--- src/rtl/xnor_prbs_pkg.sv ---
`default_nettype none
// ============================================================================
// Module  : xnor_prbs_pkg
// Brief   : Shared states, tap constants and prediction helper for the
//           XNOR-LFSR PRBS checker.
// Revision: 1.0
// ============================================================================
package xnor_prbs_pkg;

    typedef enum logic [1:0] {
        SEARCH  = 2'd0,
        ACQUIRE = 2'd1,
        LOCKED  = 2'd2
    } state_e;

    localparam logic [6:0]  PRBS7_TAPS  = 7'b1100000;
    localparam logic [14:0] PRBS15_TAPS = 15'b110000000000000;

    // Zero padding above the mask does not change an XNOR reduction.
    function automatic logic xnor_predict(input logic [31:0] masked);
        return ~^masked;
    endfunction

endpackage
`default_nettype wire

--- src/rtl/xnor_lfsr.sv ---
`default_nettype none
// ============================================================================
// Module  : xnor_lfsr
// Brief   : Shift register with XNOR-feedback prediction; shifts in either
//           the received bit or its own prediction.
// Revision: 1.0
// ============================================================================
module xnor_lfsr
    import xnor_prbs_pkg::*;
#(
    parameter int               WIDTH = 7,
    parameter logic [WIDTH-1:0] TAPS  = PRBS7_TAPS
) (
    input  logic             CLK,
    input  logic             RST,
    input  logic             shift_en_i,
    input  logic             sel_p_i,
    input  logic             d_i,
    output logic [WIDTH-1:0] sr_o,
    output logic             p_o
);

    logic [WIDTH-1:0] sr_q;
    logic [WIDTH-1:0] sr_d;
    logic             w_p;
    logic             w_in;

    always_comb begin
        w_p  = xnor_predict(32'(sr_q & TAPS));
        w_in = sel_p_i ? w_p : d_i;
        sr_d = sr_q;
        if (shift_en_i) begin
            sr_d = {sr_q[WIDTH-2:0], w_in};
        end
    end

    always_ff @(posedge CLK or posedge RST) begin
        if (RST) begin
            sr_q <= '0;
        end else begin
            sr_q <= sr_d;
        end
    end

    assign sr_o = sr_q;
    assign p_o  = w_p;

endmodule
`default_nettype wire

--- config.mk ---
export PLATFORM = sky130hd
export DESIGN_NAME = xnor_lfsr
export DESIGN_NICKNAME = d
export VERILOG_FILES = /design/src/rtl/xnor_prbs_pkg.sv /design/src/rtl/xnor_lfsr.sv
export SDC_FILE = /design/constraint.sdc
export NUM_CORES = 1
export LEC_CHECK = 0
export CAP_MARGIN = 20
export CELL_PAD_IN_SITES_DETAIL_PLACEMENT = 0
export CELL_PAD_IN_SITES_GLOBAL_PLACEMENT = 1
export CORE_AREA = 2 2 39 41
export DETAILED_ROUTE_END_ITERATION = 12
export DIE_AREA = 0 0 41 43
export DONT_BUFFER_PORTS = 1
export PLACE_DENSITY = 0.52
export SYNTH_ARGS = -nofsm -noshare
export SYNTH_HDL_FRONTEND = slang
export SYNTH_SLANG_ARGS = --single-unit
--- constraint.sdc ---
create_clock -name CLK -period 2.5 [get_ports CLK]
set_input_delay 0.25 -clock CLK [delete_from_list [all_inputs] [get_ports CLK]]
set_output_delay 0.25 -clock CLK [all_outputs]
set_load 0.01 [all_outputs]
# ---- Word level (Yosys, flattened, before mapping)
# Cells that the tools add are included.
dict set report word_totals {
  register_bits 7
  out_inout_bits 8
  wordCells 3
}
dict set report classes {
  muxes 1
  n_reduce_logical 1
}
# operator count
set op_table {}
lappend op_table {{32-bit XNOR reduction} 1}
lappend op_table {{1-bit 2-to-1 mux} 1}

# ---- Logic depth before layout (Yosys ltp)
dict set report logic_depth {
  word_depth 2
  ltp_mapped 3
  mapped_depth_nobuf 3
}

# ---- Worst setup path before layout
# OpenSTA, ideal clock, no wires.
dict set report synth_timing {
  path_type {register to register}
  start {reg sr_q[6] (netlist: sr_o[6])}
  end {reg sr_q[0] (netlist: sr_o[0])}
  t_arrival_ns 0.891
  path_slack_ns 1.531
  path_stages_with_launch 4
  period_less_slack_ns 0.969
  path_cell_list {dfrtp_1 -> xnor2_2 -> mux2i_1 -> a21oi_1}
}
dict set report synth_via {
  elab_chain_len 2
}
# element line_no
set synth_lines {}
lappend synth_lines {{from (decl)} xnor_lfsr.sv:23} ;# logic [WIDTH-1:0] sr_q;
lappend synth_lines {{from (signal assigned)} xnor_lfsr.sv:41} ;# sr_q <= sr_d;
lappend synth_lines {{32-bit XNOR reduction} xnor_prbs_pkg.sv:21} ;# return ~^masked;
lappend synth_lines {{via p_o} xnor_lfsr.sv:20} ;# output logic p_o
lappend synth_lines {{1-bit 2-to-1 mux} xnor_lfsr.sv:30} ;# w_in = sel_p_i ? w_p : d_i;
# The timed path passes the listed nets, and every way through them passes these cells.
# A chain may end at the register's enable or synchronous reset.

# ---- Final worst setup path
dict set report layout_timing {
  start {reg sr_q[6] (netlist: sr_o[6])}
  end {out p_o}
}
dict set report layout_via {
  elab_chain_len 1
}
# element line_no
set layout_lines {}
lappend layout_lines {{32-bit XNOR reduction} xnor_prbs_pkg.sv:21}
lappend layout_lines {{to (decl)} xnor_lfsr.sv:20}
# Every way passes these cells.

==> results.yml <==
placement:
  dp.cells: 34
  io_buffer_count: 0
  placed_area_um2: 302
  dp_slack_ps: 1430
  place_congestion: 0.593
  post-dp-hpwl_um: 375
sta:
  setup_viol: 0
  max_freq_ghz: 0.837
  worstMarginPinSlew_ps: 259
  period_needed_ps: 1200
  rsz0062_at_grt: "false"
  period_share_pct: 47.8
  fin_worst_skew_ps: 1.67
  holdWs_ps: 87.6
  hold_viol: 0
  drv_slew: 0
  timing.slew.headroom_pct: 82.7
  layout_setup_ws_ps: 1300
  setup-tns-final_ps: 0
route:
  drt_iter0_drc: 0
  vias_per_cell: 4.05
  wl_um: 463
  drtPass1Iterations: 1
  wl_per_cell_um: 11.9
  antenna_left: 0
  drc: 0
  vias: 158
grt:
  first_global_vias: 174
  gr-total-overflow: 0
  antenna_found_initial: 0
  grt_max_degree: 9
  grt_pass1_wl_um: 731
  track_usage_pct: 6.81
yosys:
  asyncSetResetFlopFracSynth_pct: 100
  post-synth-top-area-cell: "dfrtp_1"
  synth_ff_type: "dfrtp_1"
  synth_edf_count: 0
  synth_seq_cells: 7
  synthTopCellsByArea: "dfrtp_1 (60%), mux2_2 (23%), xnor2_2 (5.6%)"
  netlist_area_um2: 293
  netlist.area_leader.share_pct: 59.8
  ys_types: 8
  syn_nets: 24
  synthTopCellsByCount: "dfrtp_1 (7), mux2_2 (6)"
  synth_most_common_cell: "dfrtp_1"
  avgSynthCellArea_um2: 15.4
  yosysSeqAreaShare_pct: 59.8
  syn_inst: 19
  ys_warn_count: 0
power:
  ir_worst_vdd_v: 0.000367
  p_leak_nw: 0.140
  pwr_density_cell_nw_per_um2: 1310
  finalPower_mw: 0.442
clock_network:
  cts.sinks: 7
  clock_latency_ps: 240
  clockBufferDepth: 2
  cts_buffers: 3
  path_clk_slew_ps: 50
  htreeDepth: 1
  cts_root_buf: "clkbuf_4"
  cts_tree: "built"
critical_path:
  path_cells: "xnor2_2"
  required_ps: 2250
  crit_type: "flip-flop to output pin"
  max_stage_delay_ps: 440
  cpMaxStageDelayCell: "dfrtp_1"
  crit_buf_inv: 0
  cpLargestDelayFamily: "flip-flops"
  critPathCaptureType: "output pin"
  cp-start-kind: "flip-flop"
  cp_max_fo: 3
  cp.arrival_ps: 950
cells_and_area:
  layout-drive-gt1-share_pct: 43.5
  final_util_pct: 24.4
  design_area_um2: 338
  nets: 29
  largest_register_ff_count: 7
  n_antenna_cell: 0
  finalNonFillerCells: 39
  synthToLayoutAreaGrowth_pct: 15.4
floorplan:
  dieArea_um2: 1760
  initial_core_util_pct: 21.2
  core_um2: 1380
  dieWidth_um: 41
  die_y_um: 43
  floorplan.rows: 14
  ios: 13
flow_run:
  cap_viol_max_count: 0
outcome:
  outcome: "finished, final reports clean"
hold_path:
  hold_path_class: "input port to flip-flop"
==> cell families (layout without fill, tap and decap cells) <==
family	Yosys count	count (layout)	synth area share (%)
compound gates	1	1	1.71
mux	7	7	26.5
buf+inv	2	6	5.13
simple gates	1	1	1.28
flops	7	7	59.8
xor+xnor	1	1	5.56
==> per-layer routing <==
metal / global-route usage (%) / vias up / share of wire, %
met4: 8.00 / 0 / 0
li1: - / 73 / -
met2: 9.06 / 7 / 49
met3: 3.66 / 0 / 11
met1: 6.35 / 78 / 40
met5: 0 / - / 0
==> cell usage in the layout (no fill, tap or decap) <==
cell / Yosys / routed
dlygate4sd3_1: 0 / 1
clkbuf_1: 0 / 1
dfrtp_1: 7 / 7
a21oi_1: 1 / 1
clkbuf_4: 0 / 3
mux2_2: 6 / 6
mux2i_1: 1 / 1
inv_1: 1 / 1
xnor2_2: 1 / 1
nor2_1: 1 / 1
==> path summary, 6_finish.rpt <==
check                                    start  depth (start not counted)  slack (ps)                  end
min reg2reg                sr_o[4]$_DFFE_PP0P_                          1         600  sr_o[5]$_DFFE_PP0P_
min                                 shift_en_i                          1          90  sr_o[0]$_DFFE_PP0P_
max                        sr_o[6]$_DFFE_PP0P_                          1        1300                  p_o
max in group asynchronous                  RST                          2        1920  sr_o[6]$_DFFE_PP0P_
max reg2reg                sr_o[6]$_DFFE_PP0P_                          3        1460  sr_o[0]$_DFFE_PP0P_
min in group asynchronous                  RST                          2         370  sr_o[1]$_DFFE_PP0P_
==> layout make-up <==
| class | instances | area [um2] |
|---|---|---|
| tap | 16 | 20.0 |
| sequential | 7 | 175 |
| clock buffer | 4 | 26.3 |
| fill | 142 | 1050 |
| timing repair buffer | 1 | 10.0 |
| multi-input combinational | 10 | 103 |
| inverter | 1 | 3.75 |
==> power by group <==
part           internal [mW]  switching (mW)  leakage, nW
sequential             0.167          0.0811       0.0773
clock                 0.0606          0.0374       0.0150
combinational         0.0616          0.0347       0.0478
==> repair_timing <==
| action | 4_1_cts | 5_1_grt |
|---|---|---|
| buffers inserted | 0 | 0 |
| endpoints found under the hold margin | 7 | 0 |
| hold buffers | 1 | 0 |
| resized for setup | 0 | 0 |
(Power assumes the default switching activity.)
